`config.mk`:
```
export PLATFORM = sky130hd
export DESIGN_NAME = if_fetch_unit
export DESIGN_NICKNAME = d
export VERILOG_FILES = /design/src/rtl/if_fetch_unit.sv
export SDC_FILE = /design/constraint.sdc
export NUM_CORES = 1
export LEC_CHECK = 0
export BUFFER_PORTS_ARGS = -buffer_cell sky130_fd_sc_hd__buf_4
export CAP_MARGIN = 20
export CORE_AREA = 5 5 104 179
export CTS_CLUSTER_DIAMETER = 80
export DETAILED_ROUTE_END_ITERATION = 8
export DIE_AREA = 0 0 109 184
export PLACE_DENSITY = 0.84
export SYNTH_ARGS = -nofsm -noshare
export SYNTH_HDL_FRONTEND = slang
export SYNTH_SLANG_ARGS = --single-unit
```
`constraint.sdc`:
```
create_clock -name clock -period 6.15 [get_ports clock]
set_input_delay 0.3075 -clock clock [delete_from_list [all_inputs] [get_ports clock]]
set_output_delay 0.3075 -clock clock [all_outputs]
set_load 0.01 [all_outputs]
```
`src/rtl/if_fetch_unit.sv`:
```
// if_fetch_unit: instruction-fetch front end. Owns the PC, drives a 1-cycle imem and buffers
// {pc, instruction} in a small FIFO for IF/ID. Optional FETCH_PERF_CNT_EN adds perf counters.
`default_nettype none

module if_fetch_unit #(
    parameter int              XLEN       = 32,
    parameter logic [XLEN-1:0] RESET_PC   = '0,
    parameter int              FIFO_DEPTH = 2
) (
    input  logic            clock,
    input  logic            reset,
    output logic            imem_req,
    output logic [XLEN-1:0] imem_addr,
    input  logic [31:0]     imem_rdata,
    input  logic            redirect_valid,
    input  logic [XLEN-1:0] redirect_pc,
`ifdef FETCH_PERF_CNT_EN
    output logic [31:0]     perf_fetched,
    output logic [31:0]     perf_flushed,
`endif
    output logic            if_id_valid,
    input  logic            if_id_ready,
    output logic [XLEN-1:0] if_id_pc,
    output logic [31:0]     if_id_instruction
);

    localparam int PW = (FIFO_DEPTH > 1) ? $clog2(FIFO_DEPTH) : 1;
    localparam int CW = PW + 1;
    localparam logic [CW:0] DEPTH_C = (CW + 1)'(FIFO_DEPTH);
    localparam logic [31:0] NOP = 32'h0000_0013;

    typedef enum logic [0:0] {BOOT = 1'b0, RUN = 1'b1} state_t;

    state_t          state, next_state;
    logic [XLEN-1:0] pc;
    logic            inflight;
    logic [XLEN-1:0] inflight_pc;
    logic [CW-1:0]   count;
    logic [PW-1:0]   rd_ptr, wr_ptr;
    logic [XLEN-1:0] fifo_pc   [FIFO_DEPTH];
    logic [31:0]     fifo_inst [FIFO_DEPTH];

    logic            pop, push, issue, redirect_run;
    logic [XLEN-1:0] target;
    logic [CW:0]     occupancy;

    assign target       = {redirect_pc[XLEN-1:2], 2'b00};
    assign if_id_valid  = (count != '0);
    assign pop          = if_id_valid & if_id_ready;
    assign redirect_run = (state == RUN) & redirect_valid;
    // A response arriving in a redirect cycle belongs to the flushed path.
    assign push         = inflight & ~redirect_run;
    assign occupancy    = (CW + 1)'(count) + (CW + 1)'(inflight) - (CW + 1)'(pop);

    assign if_id_pc          = if_id_valid ? fifo_pc[rd_ptr]   : '0;
    assign if_id_instruction = if_id_valid ? fifo_inst[rd_ptr] : NOP;

    always_ff @(posedge clock or negedge reset) begin
        if (!reset) state <= BOOT;
        else        state <= next_state;
    end

    always_comb begin
        next_state = state;
        imem_req   = 1'b0;
        imem_addr  = pc;
        issue      = 1'b0;
        case (state)
            BOOT: next_state = RUN;
            RUN: begin
                if (redirect_valid) begin
                    imem_req  = 1'b1;
                    imem_addr = target;
                end else if (occupancy < DEPTH_C) begin
                    imem_req = 1'b1;
                    issue    = 1'b1;
                end
            end
            default: next_state = BOOT;
        endcase
    end

    always_ff @(posedge clock or negedge reset) begin
        if (!reset) begin
            pc          <= RESET_PC;
            inflight    <= 1'b0;
            inflight_pc <= '0;
            count       <= '0;
            rd_ptr      <= '0;
            wr_ptr      <= '0;
        end else if (state == BOOT) begin
            inflight <= 1'b0;
            if (redirect_valid) pc <= target;
        end else if (redirect_valid) begin
            pc          <= target + XLEN'(4);
            inflight    <= 1'b1;
            inflight_pc <= target;
            count       <= '0;
            rd_ptr      <= '0;
            wr_ptr      <= '0;
        end else begin
            inflight <= issue;
            if (issue) begin
                pc          <= pc + XLEN'(4);
                inflight_pc <= pc;
            end
            if (push) wr_ptr <= wr_ptr + PW'(1);
            if (pop)  rd_ptr <= rd_ptr + PW'(1);
            count <= count + CW'(push) - CW'(pop);
        end
    end

    // Storage needs no reset: entries are only observed while count covers them.
    always_ff @(posedge clock) begin
        if (push) begin
            fifo_pc[wr_ptr]   <= inflight_pc;
            fifo_inst[wr_ptr] <= imem_rdata;
        end
    end

`ifdef FETCH_PERF_CNT_EN
    logic [32:0] fetched_sum, flushed_sum;
    assign fetched_sum = {1'b0, perf_fetched} + 33'(push);
    // Popped entry in the redirect cycle is accepted by decode, not discarded.
    assign flushed_sum = {1'b0, perf_flushed} + 33'(count) - 33'(pop) + 33'(inflight);

    always_ff @(posedge clock or negedge reset) begin
        if (!reset) begin
            perf_fetched <= '0;
            perf_flushed <= '0;
        end else if (state == RUN) begin
            if (push) perf_fetched <= fetched_sum[32] ? 32'hFFFF_FFFF : fetched_sum[31:0];
            if (redirect_valid)
                perf_flushed <= flushed_sum[32] ? 32'hFFFF_FFFF : flushed_sum[31:0];
        end
    end
`endif

endmodule

`default_nettype wire

```
==> impl_metrics.csv, run 1 <==
group,metric,value,unit
status,status,"complete, no violations",
detailed_routing,drtAntennaViolNets,0,
sta,fmax,285,MHz
detailed_routing,routed_wl,19800,um
critical_path,reg2reg_setup_slack,2.65,ns
detailed_routing,drc,0,
clock_tree,root_buffer,"clkbuf_16",
finish,drive_gt1_frac,0.278,
clock_tree,cts_tree,"built",
clock_tree,cts_max_path_buffers,2,
synth,synth_area_leaders,"edfxtp_1, dfrtp_1, mux2i_1",
sta,setup_viol,0,
finish,syn2layout_area_growth,21.5,%
synth,synth_area_leader_cell,"edfxtp_1",
sta,rsz0062_at_grt,"false",
detailed_routing,wl_per_cell,17.5,um
detailed_routing,dr.first_iter.drc_count,394,
pwr,power,5.05,mW
place,gp_congestion,0.847,
synth,ys_seq_area_frac,0.599,
synth,yosys-top-cells-count,"edfxtp_1, nor2_1, mux2i_1",
global_routing,grt_max_degree,71,
place,hpwl,13300,um
critical_path,rr_worst_depth,12,
synth,avgSynthCellArea,12.5,sq um
critical_path,cp_max_fo,49,
critical_path,crit_cells,12,
sta,tightest_slew,1.13,ns
critical_path,crit_chain,"nor2_4 -> inv_1 -> nand2_1 -> nor2_1 -> o21ai_0 -> fa_1 -> xnor2_1 -> nand3_1 -> nand2_2 -> buf_4 -> nor2_1 -> a21oi_1",
critical_path,rr_startpoint,"count[1]",
die,core,16900,sq um
critical_path,arrival,3.85,ns
finish,fillers,1314,
critical_path,cpPeakStageDelay,0.70,ns
sta,setup_slack,2.65,ns
clock_tree,clock_sinks,198,
critical_path,crit_buf_inv,2,
clock_tree,clk_pin_slew,0.07,ns
die,dieArea,20100,sq um
global_routing,overflow,0,
sta,skew,0.0107,ns
pwr,leakage,4.41,nW
global_routing,grt_pass1_wl,31300,um
sta,finalMaxSlewViolations,0,
detailed_routing,vias_per_cell,5.47,
sta,tns,0,ns
die,initial_utilization,0.551,
synth,synth-seq-cells,198,
die,fp.dieH,184,um
synth,synth-edff-count,128,
critical_path,crit_path_start,"count[1]",
detailed_routing,first_pass_iters,4,
critical_path,crit_slowest_cell,"nand2_2",
synth,syn-cell-area,9350,sq um
global_routing,track_usage,0.201,
pwr,peakVddDrop,239,uV
sta,fin_crit_sh,0.570,
sta,fin_crit,3.50,ns
clock_tree,hold_buffers,0,
die,row_count,63,
finish,final_area,11400,sq um
synth,ys_async_sr_fraction,0.354,
global_routing,antenna_found_initial,0,
critical_path,cpLargestDelayFamily,"simple AND/OR/NAND/NOR gates",
synth,ys_warn_count,0,
sta,relSlewSlack,0.246,
job,max-cap-violations,0,
clock_tree,post-cts-setup-buffer-count,0,
clock_tree,htree_levels,4,
critical_path,path_common_cell,"nor2_1",
detailed_routing,vias,6203,
global_routing,grt_pass1_vias,6266,
critical_path,startpoint_type,"register",
die,die_width,109,um
place,post-place-ws,2.59,ns
place,place_area,10700,sq um
clock_tree,cts_inserted_buffers,17,
critical_path,critPathKind,"register to register",
finish,multi_input_area,3550,sq um
pwr,powerDensity,445,nW/um^2
place,place.port_buffers,163,
finish,layout.nets,965,
synth,yosysMostFrequentCell,"edfxtp_1",
die,io_pins,166,
finish,seq_area,5600,sq um
synth,synthCells,746,
synth,synth_top_area_share,0.411,
finish,diodes,0,
clock_tree,clock_latency,0.42,ns
critical_path,crit_path_end_kind,"register",
clock_tree,ctsResizeCount,0,
synth,ys.flop_type,"edfxtp_1",
synth,synthDistinctLibCells,57,
critical_path,required,6.49,ns
synth,synth_nets,817,
hold_path,holdCritPathClass,"input pin to asynchronous set/reset pin",
sta,hold_viol,0,
state kept, by name (all words and copies together) (netlist names):
signal / cells
count: 2
fifo_inst: 64
fifo_pc: 64
inflight: 1
inflight_pc: 32
pc: 32
rd_ptr: 1
state: 1
wr_ptr: 1
per-stage QoR:
step,util,hold slack [ns],std cells
floorplan,-,0.0119,746
global placement,0.633,0.447,1101
detailed placement,0.633,0.456,1101
CTS,0.669,0.0275,1133
global route,0.670,0.0418,1134
finish,0.670,0.00889,1134
layout by cell type, fill, tap and decap left out, drive strengths merged, types with 4 or more instances in the layout:
cell	instances
nand3b	12
clkbuf	19
nor3	14
xnor2	32
mux2	37
xor2	18
nor4	8
mux2i	106
buf	171
nand4	6
dfrtp	70
nand3	21
and2	4
nor2	107
inv	11
a21oi	31
o22ai	4
nand2	41
o21ai	18
edfxtp	128
nor2b	5
clkinv	4
worst register-to-register path, delay by kind of cell (launching register included):
kind                     cells  cell delay (ns)
XOR/XNOR                     1             0.32
flip-flops                   1             0.52
AO/OA/AOI/OAI                2             0.28
AND/OR/NAND/NOR              6             1.42
adder cells (fa/ha/maj)      1             0.40
buffers and inverters        2             0.50
logic make-up (layout without fill, tap and decap cells):
kind of cell	count (synthesis)	after routing	share of synthesized area
multiplexers	143	143	0.158
other	1	1	0.000401
adder cells (fa/ha/maj)	3	3	0.00482
buffers and inverters	49	210	0.0245
XOR/XNOR	50	50	0.0469
AND/OR/NAND/NOR	231	231	0.120
AO/OA/AOI/OAI	71	71	0.0463
flip-flops	198	198	0.599
layout make-up:
type                    count  area share
multi-input cells         499       0.312
inverters                   7     0.00231
well taps                 227      0.0250
repair buffers            171       0.113
clock buffers              19      0.0390
clock inverters            13      0.0150
flip-flops and latches    198       0.493
power by group:
part | switching (mW) | total [mW] | internal [mW]
clock network | 0.485 | 1.14 | 0.658
registers | 0.258 | 2.14 | 1.89
logic | 0.992 | 1.76 | 0.772
final timing paths:
path	endpoint
max reg2reg	inflight_pc[4]
max	inflight_pc[4]
max in group asynchronous	rd_ptr
min	pc[8]
min in group clock	fifo_inst[1][25]
min reg2reg	fifo_pc[0][31]
layer usage:
layer  GRT usage  share of wire  vias to the layer above
met2       0.351           0.54                      195
li1            -              -                     2979
met4      0.0905          0.030                        0
met5           0              0                        -
met3      0.0383          0.049                       37
met1       0.237           0.38                     2992
Note: power is estimated with default switching activity, not from simulation.
==> inputs of run 2 (changes only) <==
Settings changed: CORE_AREA 5 5 104 179 to 5 5 109 188, DIE_AREA 0 0 109 184 to 0 0 114 193, PLACE_DENSITY 0.84 to 0.8.
Clock period 6.15 ns to 3.2 ns, I/O delays scaled along.
==> run 2 against run 1 <==
Effect of this change: sequential share of layout area shrank 1.7 points; fmax grew 21%; critical path type unchanged; largest power group unchanged; core utilization shrank 4.6 points; non-clock buffer count grew 45.
==> impl_metrics.csv, run 2 (same netlist as run 1, synthesis figures left out) <==
group,metric,value,unit
global_routing,use_met1,0.227,
sta,rsz0062_at_grt,"false",
die,core,18900,sq um
detailed_routing,drc,0,
clock_tree,cts_max_path_buffers,2,
clock_tree,clock_sinks,198,
place,placed_cells_incl_taps,1128,
clock_tree,cts_inserted_buffers,17,
finish,syn2layout_area_growth,25.9,%
global_routing,antenna_found_initial,0,
clock_tree,cts_tree,"built",
pwr,switching_share,0.344,
global_routing,grt_pass1_vias,6502,
pwr,peakVddDrop,502,uV
place,place_area,10900,sq um
finish,layout_commonest_cell,"buf_4",
pwr,combPwrFrac,0.372,
global_routing,grt.busiest_layer,"met2",
die,io_pins,166,
detailed_routing,vias,6330,
critical_path,rr_worst_depth,12,
finish,final_area,11800,sq um
critical_path,startpoint_type,"register",
pwr,leakage,4.59,nW
clock_tree,clk_pin_slew,0.07,ns
sta,fin_crit,2.89,ns
hold_path,holdCritPathClass,"input pin to register",
clock_tree,post-cts-setup-buffer-count,0,
hold_path,hold_start,"redirect_pc[30]",
finish,layout.nets,1010,
finish,reg_top3,"fifo_inst (64), fifo_pc (64)",
finish,fillers,1524,
finish,diodes,0,
place,place.port_buffers,163,
critical_path,arrival,3.20,ns
detailed_routing,vias_per_cell,5.31,
sta,tightest_slew,0.919,ns
job,max-cap-violations,0,
sta,setup_viol,0,
pwr,p_seq_frac,0.421,
sta,hold_viol,0,
place,hpwl,14100,um
detailed_routing,wl_per_cell,16.8,um
global_routing,grt_use_met3,0.0237,
detailed_routing,dr.first_iter.drc_count,218,
global_routing,grt_max_degree,71,
clock_tree,htree_levels,4,
global_routing,grt_use_met2,0.345,
die,die_width,114,um
sta,finalMaxSlewViolations,0,
detailed_routing,drtAntennaViolNets,0,
sta,skew,0.00863,ns
global_routing,overflow,0,
pwr,clkPwrFrac,0.207,
pwr,switching_power,3.32,mW
critical_path,critPathKind,"register to register",
critical_path,crit_path_start,"count[1]",
critical_path,r2r-end,"pc[31]",
sta,setup_slack,0.312,ns
status,status,"complete, no violations",
critical_path,rr_startpoint,"count[1]",
sta,fmax,346,MHz
finish,final_cell_count_no_fill,1193,
global_routing,track_usage,0.189,
finish,drive_gt1_frac,0.277,
clock_tree,clock_latency,0.42,ns
finish,layout_common_cells,"buf_4, edfxtp_1, mux2i_1, nor2_1, dfrtp_1",
die,initial_utilization,0.495,
critical_path,crit_path_end,"pc[31]",
critical_path,cp_max_fo,13,
critical_path,crit_path_end_kind,"register",
die,dieArea,22000,sq um
global_routing,grt_pass1_wl,33000,um
detailed_routing,routed_wl,20000,um
critical_path,required,3.51,ns
clock_tree,root_buffer,"clkbuf_16",
pwr,powerDensity,820,nW/um^2
detailed_routing,first_pass_iters,4,
die,row_count,67,
pwr,p_int,6.33,mW
place,post-place-ws,0.245,ns
sta,relSlewSlack,0.387,
place,gp_congestion,0.834,
critical_path,reg2reg_setup_slack,0.31,ns
sta,fin_crit_sh,0.903,
die,fp.dieH,193,um
## run 2: through the flow
stage	util	setup TNS (ns)	hold WS, ns	power, mW
finish	0.624	0	0.0520	9.65
global route	0.624	0	0.0483	10.3
CTS	0.623	0	0.0338	9.75
detailed placement	0.576	0	0.348	7.70
global placement	0.576	0	0.345	7.57
floorplan	-	-37.77	-0.136	6.05
## run 2: critical path: stages (launching register included)
cell      delay (ns)
dfrtp_1         0.53
nor2_4          0.07
inv_1           0.08
nand2_1         0.11
nor2_1          0.19
o21ai_0         0.14
fa_1            0.42
xnor2_2         0.25
a21boi_1        0.11
buf_4           0.21
nor4_2          0.30
xor2_1          0.10
mux2_2          0.27
## run 2: worst min path at each step
| stage | endpoint | slack, ns | cells after the start |
|---|---|---|---|
| floorplan | count[0] | -0.14 | 0 |
| global placement | pc[3] | 0.35 | 1 |
| detailed placement | pc[8] | 0.35 | 1 |
| CTS | pc[30] | 0.03 | 3 |
| global route | pc[30] | 0.05 | 3 |
| finish | pc[30] | 0.05 | 3 |
## run 2: final cells by class
| class | count | area, sq um | share of cell area |
|---|---|---|---|
| clock buffers | 22 | 454 | 0.0386 |
| repair buffers | 216 | 1730 | 0.147 |
| clock inverters | 10 | 100 | 0.00851 |
| flip-flops and latches | 198 | 5600 | 0.476 |
| inverters | 7 | 26.3 | 0.00223 |
| well taps | 241 | 302 | 0.0256 |
| multi-input cells | 499 | 3560 | 0.302 |
## run 2: power groups by stage
| stage | clock [mW] | sequential, mW | combinational, mW |
|---|---|---|---|
| 6_report | 1.99 | 4.07 | 3.59 |
| 2_1_floorplan | 0 | 3.93 | 2.12 |
| 3_5_place_dp | 0 | 4.12 | 3.58 |
| 4_1_cts | 2.05 | 4.07 | 3.63 |
| 3_3_place_gp | 0 | 4.06 | 3.51 |
| 5_1_grt | 2.15 | 4.16 | 3.96 |
## run 2: per-layer routing
metal	vias to the layer above	wire length, um
li1	3077	-
met1	3084	7960
met2	137	10900
met3	32	665
met4	0	490
met5	-	0
## run 2: repair_timing
action	in CTS	in global routing
resized for setup	0	2
endpoints found under the hold margin	134	0
hold buffers	33	0
endpoints found under the setup margin	0	16
==> inputs of run 3 (changes only) <==
Settings changed: ABC_AREA set to 1, CORE_AREA 5 5 109 188 to 5 5 108 186, DIE_AREA 0 0 114 193 to 0 0 113 191, PLACE_DENSITY 0.8 to 0.81.
==> run 3 against run 2 <==
Effect of this change: core utilization is 0.13 points higher; register-to-register slack better by 0.03 ns; cell count increased by 20%; critical path type is now register to output pin.
==> impl_metrics.csv, run 3 <==
group,metric,value,unit
clock_tree,root_buffer,"clkbuf_16",
die,die_width,113,um
critical_path,rr_worst_depth,16,
sta,rsz0062_at_grt,"false",
synth,synth_area_leader_cell,"edfxtp_1",
die,initial_utilization,0.499,
clock_tree,htree_levels,4,
pwr,switching_share,0.381,
detailed_routing,drtAntennaViolNets,0,
die,core,18400,sq um
hold_path,whs_path_depth,3,
detailed_routing,wl_per_cell,15.7,um
critical_path,required,3.04,ns
die,dieArea,21600,sq um
sta,finalMaxSlewViolations,0,
critical_path,cp_max_fo,5,
place,gp_congestion,0.912,
sta,hold_viol,0,
synth,synth-seq-cells,198,
detailed_routing,vias_per_cell,5.24,
critical_path,critPathKind,"register to output pin",
detailed_routing,dr.first_iter.drc_count,406,
place,place_area,10600,sq um
clock_tree,clock_latency,0.43,ns
hold_path,hold_end,"inflight_pc[2]",
die,fp.dieH,191,um
finish,reg_top3,"fifo_inst (64), fifo_pc (64)",
synth,ys_seq_area_frac,0.609,
sta,tns,0,ns
hold_path,holdCritPathClass,"input pin to register",
clock_tree,cts_max_path_buffers,2,
finish,final_area,11500,sq um
place,place.port_buffers,163,
finish,layout_common_cells,"nand2_1, buf_4, edfxtp_1, o21ai_0, dfrtp_1",
synth,synthDistinctLibCells,34,
global_routing,overflow,0,
global_routing,grt_pass1_wl,35900,um
pwr,leakage,5.00,nW
critical_path,r2r-end,"pc[16]",
clock_tree,clk_pin_slew,0.08,ns
detailed_routing,drc,0,
pwr,switching_power,3.86,mW
status,status,"complete, no violations",
pwr,peakVddDrop,418,uV
place,hpwl,15100,um
synth,synth-edff-count,128,
sta,fin_crit_sh,0.947,
synth,syn-cell-area,9200,sq um
critical_path,rr_startpoint,"count[1]",
finish,layout.nets,1246,
die,io_pins,166,
sta,fin_crit,3.03,ns
critical_path,arrival,2.87,ns
finish,diodes,0,
finish,multi_input_area,3120,sq um
synth,yosys-top-cells-count,"nand2_1, edfxtp_1, o21ai_0",
pwr,p_int,6.27,mW
clock_tree,clock_sinks,198,
synth,yosysMostFrequentCell,"nand2_1",
die,row_count,66,
critical_path,reg2reg_setup_slack,0.34,ns
hold_path,hold_start,"redirect_pc[2]",
critical_path,startpoint_type,"register",
sta,skew,0.0144,ns
global_routing,track_usage,0.210,
synth,ys_async_sr_fraction,0.354,
pwr,combPwrFrac,0.394,
synth,ys_warn_count,0,
detailed_routing,first_pass_iters,5,
sta,fmax,330,MHz
clock_tree,cts_inserted_buffers,17,
synth,synth_area_leaders,"edfxtp_1, dfrtp_1, nand2_1",
sta,setup_viol,0,
job,max-cap-violations,0,
finish,syn2layout_area_growth,25.2,%
sta,relSlewSlack,0.378,
pwr,powerDensity,880,nW/um^2
global_routing,grt_max_degree,71,
synth,synthCells,991,
detailed_routing,vias,7474,
finish,fillers,1500,
finish,seq_area,5600,sq um
finish,drive_gt1_frac,0.224,
sta,tightest_slew,0.933,ns
critical_path,crit_path_end_kind,"output pin",
global_routing,grt_pass1_vias,7429,
synth,ys.flop_type,"edfxtp_1",
pwr,p_seq_frac,0.410,
finish,layout_commonest_cell,"nand2_1",
synth,avgSynthCellArea,9.28,sq um
pwr,clkPwrFrac,0.195,
global_routing,antenna_found_initial,0,
synth,synth_top_area_share,0.418,
synth,synth_nets,1062,
detailed_routing,routed_wl,22300,um
clock_tree,cts_tree,"built",
-- run 3: changes by cell type after synthesis, sizes merged, moves of 8 or more --
cell,previous run,this run
nand2,41,384
mux2i,106,0
o21ai,18,100
inv,7,68
nor2,107,55
mux2,37,0
a21oi,31,66
xnor2,32,2
nand3,21,44
xor2,18,3
nand3b,12,0
nor3,14,4
nor4,8,0
-- run 3: kinds of logic (layout without fill, tap and decap cells) --
| family | count (synthesis) | after routing | share of synthesized area |
|---|---|---|---|
| AOI/OAI and AO/OA | 171 | 171 | 0.0973 |
| xor gates and xnor gates | 5 | 5 | 0.00476 |
| adders and majority gates | 3 | 3 | 0.00490 |
| buffers and inverters | 116 | 313 | 0.0550 |
| DFF | 198 | 198 | 0.609 |
| other | 1 | 1 | 0.000408 |
| and+or+nand+nor | 497 | 497 | 0.229 |
-- run 3: how the worst max path moves through the flow --
stage	start	to	slack, ns	depth (start not counted)
6_report	count[1]	imem_req	0.17	12
5_1_grt	count[1]	imem_req	0.01	12
4_1_cts	count[1]	imem_req	0.16	12
3_5_place_dp	count[1]	pc[16]	0.44	16
3_3_place_gp	count[1]	pc[16]	0.47	16
2_1_floorplan	state	fifo_inst[0][0]	-0.86	5
-- run 3: area by class of cell --
class                      instances  area share
timing repair buffer             210       0.146
clock buffer                      19      0.0393
sequential                       198       0.486
multi-input combinational        677       0.271
tap                              238      0.0259
inverter                          71      0.0231
clock inverter                    13     0.00859
-- run 3: power by group through the flow --
stage	sequential, mW	clock [mW]	combinational [mW]
5_1_grt	4.25	2.12	4.46
2_1_floorplan	4.11	0	2.35
3_5_place_dp	4.20	0	3.96
6_report	4.16	1.98	3.99
4_1_cts	4.15	2.03	4.04
3_3_place_gp	4.14	0	3.88
-- run 3: what timing repair did --
| item | 4_1_cts | 5_1_grt |
|---|---|---|
| gates resized for setup | 0 | 0 |
| hold buffers | 33 | 0 |
| setup buffers | 0 | 0 |
| hold endpoints to repair | 134 | 0 |
-- run 3: metrics by stage --
step	worst slack, ns	total power, mW	hold slack [ns]	std cells	utilization
finish	0.168	10.1	0.160	1426	0.625
CTS	0.158	10.2	0.142	1426	0.625
floorplan	-0.859	6.46	-0.136	991	-
global route	0.0134	10.8	0.152	1426	0.625
global placement	0.465	8.02	0.343	1361	0.577
detailed placement	0.438	8.17	0.348	1361	0.577
-- run 3: routing by layer --
layer	global-route usage	wire (um)	share of wire	up-vias
met2	0.373	11700	0.52	256
met1	0.236	8350	0.37	3511
li1	-	-	-	3638
met3	0.0307	1070	0.048	69
met5	0	0	0	-
met4	0.127	1210	0.054	0
-- run 3: critical path, stage by stage, from the launching register on --
cell and delay, ns:
dfrtp_1 0.51, nor2_4 0.07, inv_1 0.19, nand2_1 0.16
inv_1 0.08, nand2_1 0.05, o21ai_0 0.08, nand2_1 0.09
fa_1 0.39, xnor2_1 0.18, nand2_1 0.13, o21ai_0 0.33
buf_4 0.19
